**src/rtl/sb_i2c_initiator.sv**
```systemverilog
// Host-side initiator for the iCE40UP hard I2C system bus (SB) port.
// Runs single register reads/writes and poll-until-match status reads.
module sb_i2c_initiator #(
    parameter logic [3:0]  BUS_ADDR74  = 4'b0001,
    parameter int unsigned ACK_TIMEOUT = 255,
    parameter int unsigned POLL_LIMIT  = 1000,
    parameter int unsigned POLL_GAP    = 16
) (
    input  logic       SBCLKI,
    input  logic       RST,
    input  logic       cmd_valid,
    output logic       cmd_ready,
    input  logic       cmd_we,
    input  logic       cmd_poll,
    input  logic [3:0] cmd_addr,
    input  logic [7:0] cmd_wdata,
    input  logic [7:0] cmd_mask,
    input  logic [7:0] cmd_match,
    output logic       rsp_valid,
    output logic [7:0] rsp_rdata,
    output logic [1:0] rsp_err,
    output logic       SBRWI,
    output logic       SBSTBI,
    output logic [7:0] SBADRI,
    output logic [7:0] SBDATI,
    input  logic [7:0] SBDATO,
    input  logic       SBACKO
);

    typedef enum logic [1:0] {
        IDLE,
        XFER,
        GAP,
        DONE
    } state_t;

    localparam logic [15:0] ACK_LAST  = 16'(ACK_TIMEOUT - 1);
    localparam logic [15:0] POLL_LAST = 16'(POLL_LIMIT - 1);
    localparam logic [15:0] GAP_LAST  = 16'(POLL_GAP - 1);

    localparam logic [1:0] ERR_OK   = 2'b00;
    localparam logic [1:0] ERR_TO   = 2'b01;
    localparam logic [1:0] ERR_POLL = 2'b10;

    state_t      state_q, state_d;
    logic        we_q, we_d;
    logic        poll_q, poll_d;
    logic [7:0]  mask_q, mask_d;
    logic [7:0]  match_q, match_d;
    logic [15:0] cyc_q, cyc_d;
    logic [15:0] pcnt_q, pcnt_d;
    logic        ready_q, ready_d;
    logic        rvalid_q, rvalid_d;
    logic [7:0]  rdata_q, rdata_d;
    logic [1:0]  err_q, err_d;
    logic        rwi_q, rwi_d;
    logic        stb_q, stb_d;
    logic [7:0]  adr_q, adr_d;
    logic [7:0]  dat_q, dat_d;

    logic        hit;
    logic [15:0] cyc_inc;
    logic [15:0] pcnt_inc;

    assign hit      = ((SBDATO ^ match_q) & mask_q) == 8'h00;
    assign cyc_inc  = (cyc_q == 16'hFFFF) ? cyc_q : cyc_q + 16'd1;
    assign pcnt_inc = (pcnt_q == 16'hFFFF) ? pcnt_q : pcnt_q + 16'd1;

    always_ff @(posedge SBCLKI or posedge RST) begin
        if (RST) begin
            state_q  <= IDLE;
            we_q     <= 1'b0;
            poll_q   <= 1'b0;
            mask_q   <= 8'h00;
            match_q  <= 8'h00;
            cyc_q    <= 16'd0;
            pcnt_q   <= 16'd0;
            ready_q  <= 1'b0;
            rvalid_q <= 1'b0;
            rdata_q  <= 8'h00;
            err_q    <= ERR_OK;
            rwi_q    <= 1'b0;
            stb_q    <= 1'b0;
            adr_q    <= 8'h00;
            dat_q    <= 8'h00;
        end else begin
            state_q  <= state_d;
            we_q     <= we_d;
            poll_q   <= poll_d;
            mask_q   <= mask_d;
            match_q  <= match_d;
            cyc_q    <= cyc_d;
            pcnt_q   <= pcnt_d;
            ready_q  <= ready_d;
            rvalid_q <= rvalid_d;
            rdata_q  <= rdata_d;
            err_q    <= err_d;
            rwi_q    <= rwi_d;
            stb_q    <= stb_d;
            adr_q    <= adr_d;
            dat_q    <= dat_d;
        end
    end

    always_comb begin
        state_d  = state_q;
        we_d     = we_q;
        poll_d   = poll_q;
        mask_d   = mask_q;
        match_d  = match_q;
        cyc_d    = cyc_q;
        pcnt_d   = pcnt_q;
        ready_d  = ready_q;
        rvalid_d = 1'b0;
        rdata_d  = rdata_q;
        err_d    = err_q;
        rwi_d    = rwi_q;
        stb_d    = stb_q;
        adr_d    = adr_q;
        dat_d    = dat_q;

        unique case (state_q)
            IDLE: begin
                ready_d = 1'b1;
                if (cmd_valid && ready_q) begin
                    we_d    = cmd_we;
                    poll_d  = cmd_poll & ~cmd_we;
                    mask_d  = cmd_mask;
                    match_d = cmd_match;
                    rwi_d   = cmd_we;
                    adr_d   = {BUS_ADDR74, cmd_addr};
                    dat_d   = cmd_we ? cmd_wdata : 8'h00;
                    cyc_d   = 16'd0;
                    pcnt_d  = 16'd0;
                    stb_d   = 1'b1;
                    ready_d = 1'b0;
                    state_d = XFER;
                end
            end
            XFER: begin
                cyc_d = cyc_inc;
                // An ack always beats a timeout landing in the same cycle.
                if (SBACKO) begin
                    if (!poll_q || hit) begin
                        rdata_d  = we_q ? 8'h00 : SBDATO;
                        err_d    = ERR_OK;
                        stb_d    = 1'b0;
                        rvalid_d = 1'b1;
                        state_d  = DONE;
                    end else if (pcnt_q >= POLL_LAST) begin
                        rdata_d  = SBDATO;
                        err_d    = ERR_POLL;
                        stb_d    = 1'b0;
                        rvalid_d = 1'b1;
                        state_d  = DONE;
                    end else begin
                        pcnt_d  = pcnt_inc;
                        cyc_d   = 16'd0;
                        stb_d   = 1'b0;
                        state_d = GAP;
                    end
                end else if (cyc_q >= ACK_LAST) begin
                    rdata_d  = 8'h00;
                    err_d    = ERR_TO;
                    stb_d    = 1'b0;
                    rvalid_d = 1'b1;
                    state_d  = DONE;
                end
            end
            GAP: begin
                cyc_d = cyc_inc;
                if (cyc_q >= GAP_LAST) begin
                    cyc_d   = 16'd0;
                    stb_d   = 1'b1;
                    state_d = XFER;
                end
            end
            DONE: begin
                ready_d = 1'b1;
                state_d = IDLE;
            end
        endcase
    end

    assign cmd_ready = ready_q;
    assign rsp_valid = rvalid_q;
    assign rsp_rdata = rdata_q;
    assign rsp_err   = err_q;
    assign SBRWI     = rwi_q;
    assign SBSTBI    = stb_q;
    assign SBADRI    = adr_q;
    assign SBDATI    = dat_q;

endmodule

```
**config.mk**
```make
export PLATFORM = sky130hd
export DESIGN_NAME = sb_i2c_initiator
export DESIGN_NICKNAME = d
export VERILOG_FILES = /design/src/rtl/sb_i2c_initiator.sv
export SDC_FILE = /design/constraint.sdc
export NUM_CORES = 1
export LEC_CHECK = 0
export BUFFER_PORTS_ARGS = -buffer_cell sky130_fd_sc_hd__buf_2
export CAP_MARGIN = 20
export CELL_PAD_IN_SITES_DETAIL_PLACEMENT = 0
export CELL_PAD_IN_SITES_GLOBAL_PLACEMENT = 1
export CORE_MARGIN = 3
export CORE_UTILIZATION = 46
export CTS_CLUSTER_SIZE = 12
export DETAILED_ROUTE_END_ITERATION = 12
export PLACE_DENSITY_LB_ADDON = 0.1
export SLEW_MARGIN = 5
export SYNTH_ARGS = -nofsm -noshare
export SYNTH_HDL_FRONTEND = slang
export SYNTH_SLANG_ARGS = --single-unit
export TNS_END_PERCENT = 5
```
**constraint.sdc**
```tcl
create_clock -name SBCLKI -period 4.3 [get_ports SBCLKI]
set_input_delay 1.29 -clock SBCLKI [delete_from_list [all_inputs] [get_ports SBCLKI]]
set_output_delay 1.29 -clock SBCLKI [all_outputs]
set_load 0.02 [all_outputs]
```
==> results_dict.tcl, run 1 <==
set metrics [dict create \
    status "finished clean" \
    grt_pass1_vias 2687 \
    fp.dieH_um 95.88 \
    fin_setup_tns_ns 0 \
    fin_util_pct 55.77 \
    grt_pass1_wl_um 13680 \
    fillCellCount 698 \
    yosysMostFrequentCell "dfrtp_1" \
    cp-start-kind "input pin" \
    design_area_um2 4332 \
    synth_area_leaders "dfrtp_1, mux2_2, nand2_1" \
    htreeDepth 3 \
    worst_pin_slew_ns 0.9674 \
    portBuffers 68 \
    nets 467 \
    syn_area_um2 3716 \
    antenna_cells 0 \
    cts_buffers 9 \
    place_congestion 0.8638 \
    io_pins 72 \
    ctsHoldBuffers 0 \
    row_count 32 \
    drv_cap 0 \
    antenna_found_initial 0 \
    yosysWarningCount 0 \
    syn2layout_area_growth_pct 16.57 \
    endpoint_kind "flop" \
    netlist_instances 351 \
    clk_latency_ns 0.34 \
    dpl_cell_area_um2 4126 \
    syn_avg_cell_area_um2 10.59 \
    vdd_drop_max_mv 0.2071 \
    synth-main-ff-cell "dfrtp_1" \
    dp_hpwl_um 5834 \
    fin_skew_ns 0.01032 \
    cts_resized 0 \
    grt_overflow 0 \
    min_path_type "flop to flop" \
    viasPerCell 5.326 \
    die_w_um 95.88 \
    synth_cell_types 52 \
    timing.fmax_ghz 0.3478 \
    yosysTopAreaCellShare_pct 52.53 \
    period_share_pct 66.86 \
    routedWlPerCell_um 15.50 \
    min_from "SBADRI[4]$_DFFE_PP0P_" \
    core_um2 7767 \
    arrival_ns 3.11 \
    setup_violations 0 \
    synth_largest_area_cell "dfrtp_1" \
    drive_gt1_share_pct 28.61 \
    yosysSeqAreaShare_pct 52.53 \
    postCtsSetupBuffers 0 \
    worstPathRequired_ns 4.53 \
    synth-edff-count 0 \
    finalHoldViolations 0 \
    ys_seq_elements 78 \
    slew_viol_final 0 \
    whs_path_depth 1 \
    powerDensity_nw_per_um2 610.2 \
    period_minus_slack_ns 2.875 \
    async_flop_share_pct 100.0 \
    ff2ff_path_depth 8 \
    cts_root_buf "clkbuf_8" \
    startpoint "SBDATO[4]" \
    wl_um 8140 \
    clock_sinks 78 \
    drtIter0Drc 161 \
    leakagePower_nw 2.041 \
    die-area_um2 9193 \
    ant_nets 0 \
    clockBufferDepth 2 \
    crit_fanout 12 \
    whs_ns 0.4747 \
    clkSlewWorstSetupHoldPaths_ns 0.09 \
    rsz0062_at_grt "no" \
    max-slew-margin-rel_pct 35.51 \
    cts_tree "done" \
    grt_max_degree 79 \
    yosys-top-cells-count "dfrtp_1, nand2_1, nor2_1" \
    start_util_pct 47.84 \
    reg2reg_from "state_q[0]$_DFFE_PP0P_" \
    vias 2796 \
    route.detailed.drc 0 \
    track_usage_pct 19.27 \
    path_class "input pin to flop" \
    drt_pass1_iterations 4 \
]
worst paths after layout:
kind / to / slack, ns
hold / removal: SBADRI[4]$_DFFE_PP0P_ / 0.47
max in group asynchronous: mask_q[6]$_DFFE_PP0P_ / 2.43
setup / recovery: rsp_err[1]$_DFFE_PP0P_ / 1.43
hold reg to reg: SBADRI[4]$_DFFE_PP0P_ / 0.47
min in group asynchronous: match_q[4]$_DFFE_PP0P_ / 1.21
setup reg to reg: cyc_q[9]$_DFFE_PP0P_ / 1.85
flip-flops by register name, summed over array words and instances (netlist names):
register,cells
SBRWI,1
SBDATI,8
rsp_err,2
SBADRI,5
state_q,2
rsp_valid,1
cyc_q,16
pcnt_q,16
cmd_ready,1
poll_q,1
mask_q,8
SBSTBI,1
rsp_rdata,8
match_q,8
critical path, stage by stage:
cell and delay, ns:
buf_2 0.11, xor2_1 0.14, a22oi_1 0.26, a41oi_1 0.27, a31oi_1 0.23, buf_4 0.20, o21ai_1 0.29, a32o_1 0.31
layout by cell type, fill, tap and decap left out, types with 2 or more instances in the layout:
cell type / netlist / final
dfrtp_1: 78 / 78
buf_2: 1 / 68
nand2_1: 36 / 36
nor2_1: 22 / 22
mux2_2: 21 / 21
o21ai_0: 20 / 20
xor2_1: 13 / 13
a21oi_1: 13 / 13
inv_1: 13 / 12
nand4_1: 10 / 10
nor4_1: 9 / 9
clkbuf_8: 0 / 9
a22o_1: 8 / 8
nand3_1: 7 / 7
and2_1: 7 / 7
ha_1: 7 / 7
a31oi_1: 6 / 6
nor3_1: 6 / 6
or3_1: 5 / 5
a22oi_1: 4 / 4
mux2i_1: 4 / 4
o211ai_1: 4 / 4
buf_4: 3 / 4
and3_1: 3 / 3
or2_2: 3 / 3
xnor2_1: 3 / 3
conb_1: 1 / 3
clkinv_4: 0 / 3
nor3b_1: 2 / 2
nand2b_1: 2 / 2
a32o_1: 2 / 2
a21o_1: 2 / 2
o22ai_1: 2 / 2
or4_1: 2 / 2
o221ai_1: 2 / 2
inv_6: 0 / 2
metal layers:
metal	vias up	share of wire, %	GRT usage, %	wire (um)
met5	-	0	0	0
met4	0	0.75	6.398	61
met3	4	4.3	3.362	354
met2	67	44	27.62	3615
met1	1336	50	29.36	4108
li1	1389	-	-	-
cell families (layout without fill, tap and decap cells):
logic type,after synthesis,after routing,share of synthesized area [%]
compound gates,72,72,12.79
xor+xnor,16,16,3.771
fa+ha+maj,7,7,2.357
other cells,1,3,0.1009
mux,25,25,7.441
buf+inv,31,101,3.872
flops,78,78,52.53
simple gates,121,121,17.14
final cells by class:
cell class | instances | area [um^2] | area share, %
clock buffer | 9 | 123.9 | 2.860
clock inverter | 7 | 81.33 | 1.878
inverter | 13 | 48.80 | 1.127
multi-input combinational | 244 | 1628 | 37.58
sequential | 78 | 1952 | 45.06
tap | 102 | 127.6 | 2.946
timing repair buffer | 72 | 370.4 | 8.550
power breakdown:
| group | total [mW] | switching (mW) | internal [mW] | leakage, nW |
|---|---|---|---|---|
| Clock | 0.563 | 0.288 | 0.275 | 0.100 |
| Sequential | 1.07 | 0.131 | 0.936 | 1.01 |
| Combinational | 1.01 | 0.605 | 0.408 | 0.930 |
| Total | 2.64 | 1.02 | 1.62 | 2.04 |
stage by stage:
| step | power [mW] | std cells | worst slack, ns |
|---|---|---|---|
| 3_3_place_gp | 2.090 | 509 | 1.136 |
| 3_5_place_dp | 2.103 | 509 | 1.069 |
| 6_report | 2.643 | 525 | 1.425 |
| 2_1_floorplan | 1.802 | 353 | 1.015 |
| 5_1_grt | 2.843 | 525 | 1.263 |
| 4_1_cts | 2.674 | 525 | 1.442 |
Note: power is estimated with default switching activity, not from simulation.
==> run 2, diff against run 1 <==
--- a/config.mk
+++ b/config.mk
@@ -5,12 +5,13 @@
 export SDC_FILE = /design/constraint.sdc
 export NUM_CORES = 1
 export LEC_CHECK = 0
+export ABC_AREA = 1
 export BUFFER_PORTS_ARGS = -buffer_cell sky130_fd_sc_hd__buf_2
 export CAP_MARGIN = 20
 export CELL_PAD_IN_SITES_DETAIL_PLACEMENT = 0
 export CELL_PAD_IN_SITES_GLOBAL_PLACEMENT = 1
 export CORE_MARGIN = 3
-export CORE_UTILIZATION = 46
+export CORE_UTILIZATION = 41
 export CTS_CLUSTER_SIZE = 12
 export DETAILED_ROUTE_END_ITERATION = 12
 export PLACE_DENSITY_LB_ADDON = 0.1
==> constraint.sdc (replaced) <==
create_clock -name SBCLKI -period 2.9 [get_ports SBCLKI]
set_input_delay 0.87 -clock SBCLKI [delete_from_list [all_inputs] [get_ports SBCLKI]]
set_output_delay 0.87 -clock SBCLKI [all_outputs]
set_load 0.02 [all_outputs]
==> results_dict.tcl, run 2 <==
set metrics [dict create \
    status "finished clean" \
    netlist_instances 549 \
    cts_resized 0 \
    total_power_mw 4.347 \
    yosysMostFrequentCell "nand2_1" \
    ant_nets 0 \
    syn_area_um2 4295 \
    start_util_pct 42.96 \
    powerDensity_nw_per_um2 885.2 \
    route.detailed.drc 0 \
    max-slew-margin-rel_pct 60.77 \
    synth_area_leaders "dfrtp_1, nand2_1, nand3_1" \
    clkSlewWorstSetupHoldPaths_ns 0.08 \
    clk_latency_ns 0.35 \
    vias 3559 \
    multi_input_comb_area_um2 1999 \
    pwr-share-comb_pct 42.2 \
    htreeDepth 3 \
    slew_viol_final 0 \
    cts_root_buf "clkbuf_8" \
    yosysSeqAreaShare_pct 45.44 \
    final_common_cell "nand2_1" \
    place_congestion 0.8533 \
    arrival_ns 2.30 \
    fillCellCount 1025 \
    cts_buffers 9 \
    ff_latch_area_um2 1952 \
    grt_pass1_wl_um 16790 \
    wl_um 9579 \
    ys_seq_elements 78 \
    drive_gt1_share_pct 22.98 \
    synth-edff-count 0 \
    synth_cell_types 40 \
    dp_hpwl_um 6829 \
    die_w_um 108.4 \
    nets 663 \
    period_share_pct 71.45 \
    largest_registers "cyc_q x16, pcnt_q x16" \
    period_minus_slack_ns 2.072 \
    finalHoldViolations 0 \
    timing.fmax_ghz 0.4826 \
    p_sw_share_pct 43.98 \
    async_flop_share_pct 100.0 \
    layout.cells.most_common_list "nand2_1, dfrtp_1, buf_2" \
    fin_skew_ns 0.01323 \
    track_usage_pct 18.01 \
    postCtsSetupBuffers 0 \
    cp_top_family "simple AND/OR/NAND/NOR gates" \
    die-area_um2 11740 \
    worst_path_most_repeated_cell "nand2_1" \
    critPathSlowestCell "nand3_2" \
    portBuffers 68 \
    worst_pin_slew_ns 0.5877 \
    grt_pass1_vias 3476 \
    vdd_drop_max_mv 0.4302 \
    syn2layout_area_growth_pct 14.33 \
    leakagePower_nw 2.587 \
    synth-main-ff-cell "dfrtp_1" \
    p_int_mw 2.435 \
    crit_fanout 21 \
    clockBufferDepth 2 \
    cp-start-kind "flop" \
    row_count 36 \
    fp.dieH_um 108.4 \
    path_class "flop to flop" \
    drtIter0Drc 218 \
    p_sw_mw 1.912 \
    yosysWarningCount 0 \
    reg2reg_from "pcnt_q[0]$_DFFE_PP0P_" \
    setup_violations 0 \
    drv_cap 0 \
    syn_avg_cell_area_um2 7.824 \
    sequentialPowerShare_pct 38.9 \
    grt_max_degree 79 \
    fin_setup_tns_ns 0 \
    path_buf_inv 1 \
    pwr-share-clk_pct 18.9 \
    ctsHoldBuffers 0 \
    cp_cell_sequence "ha_1, nand2_1, nand2_1, nand3_1, nand2_1, inv_2, nand4_2, nand3_2, nand2_1, o21ai_2" \
    cts_tree "done" \
    min_path_type "flop to flop" \
    core_um2 10000 \
    routedWlPerCell_um 12.75 \
    viasPerCell 4.739 \
    min_from "SBADRI[4]$_DFFE_PP0P_" \
    yosys-top-cells-count "nand2_1, dfrtp_1, inv_1" \
    endpoint_kind "flop" \
    antenna_found_initial 0 \
    startpoint "pcnt_q[0]$_DFFE_PP0P_" \
    drt_pass1_iterations 4 \
    rsz0062_at_grt "no" \
    clock_sinks 78 \
    worstPathRequired_ns 3.13 \
    synth_largest_area_cell "dfrtp_1" \
    max_stage_delay_ns 0.47 \
    grt_overflow 0 \
    yosysTopAreaCellShare_pct 45.44 \
    antenna_cells 0 \
    io_pins 72 \
]
## run 2: changes by cell type in the layout (fill, tap and decap cells not counted), moves of 6 or more
cell and change:
o21ai_0 -11, nor2_1 +13, o21ai_1 +6, inv_2 +10, nand2_1 +154, a22o_1 -8
mux2_2 -21, nand2_2 +17, nand3_1 +40, nor4_1 -8, o21ai_2 +10, inv_1 +36
and2_1 -7
## run 2: metrics by stage
step | instances | worst slack [ns] | util (%) | cell area [um^2] | hold slack [ns]
2_1_floorplan | 551 | 0.03497 | - | 4303 | 0.4427
3_3_place_gp | 736 | 0.5030 | 47.22 | 4722 | 0.4502
3_5_place_dp | 736 | 0.4694 | 47.22 | 4722 | 0.4485
4_1_cts | 751 | 0.8194 | 49.11 | 4911 | 0.4780
5_1_grt | 751 | 0.5860 | 49.11 | 4911 | 0.5038
6_report | 751 | 0.8279 | 49.11 | 4911 | 0.4738
## run 2: worst paths after layout
kind	slack, ns	cells past startpoint	end
worst min register to register	0.47	1	SBADRI[4]$_DFFE_PP0P_
max in group asynchronous	1.94	3	SBSTBI$_DFFE_PP0P_
worst max-delay path	0.83	10	rsp_rdata[0]$_DFFE_PP0P_
worst max register to register	0.83	10	rsp_rdata[0]$_DFFE_PP0P_
min in group asynchronous	0.57	3	SBADRI[1]$_DFFE_PP0P_
worst min-delay path	0.47	1	SBADRI[4]$_DFFE_PP0P_
## run 2: cell type report
cell class	instances	area share (%)
timing repair buffer	70	7.490
inverter	63	4.815
multi-input combinational	392	40.71
tap	133	3.389
clock inverter	4	0.9682
clock buffer	11	2.879
sequential	78	39.75
## run 2: cells by family after synthesis
| logic type | share of synthesized area (%) |
|---|---|
| AO/OA/AOI/OAI | 6.525 |
| adder cells (fa/ha/maj) | 2.039 |
| AND/OR/NAND/NOR | 35.48 |
| XOR/XNOR | 2.243 |
| other | 0.08730 |
| buffers and inverters | 8.185 |
| flip-flops | 45.44 |
## run 2: layer usage
layer  wire length (um)  share of wire [%]  global-route usage, %
met3                452                4.7                  3.642
met2               4002                 42                  25.71
met4                141                1.5                  7.304
met5                  0                  0                      0
met1               4983                 52                  26.60
## run 2: power groups by stage
stage | Clock, mW | Combinational, mW | Sequential, mW
CTS | 0.852 | 1.87 | 1.70
global route | 0.890 | 2.10 | 1.74
finish | 0.821 | 1.83 | 1.69
detailed placement | 0 | 1.87 | 1.71
global placement | 0 | 1.86 | 1.71
floorplan | 0 | 1.23 | 1.87
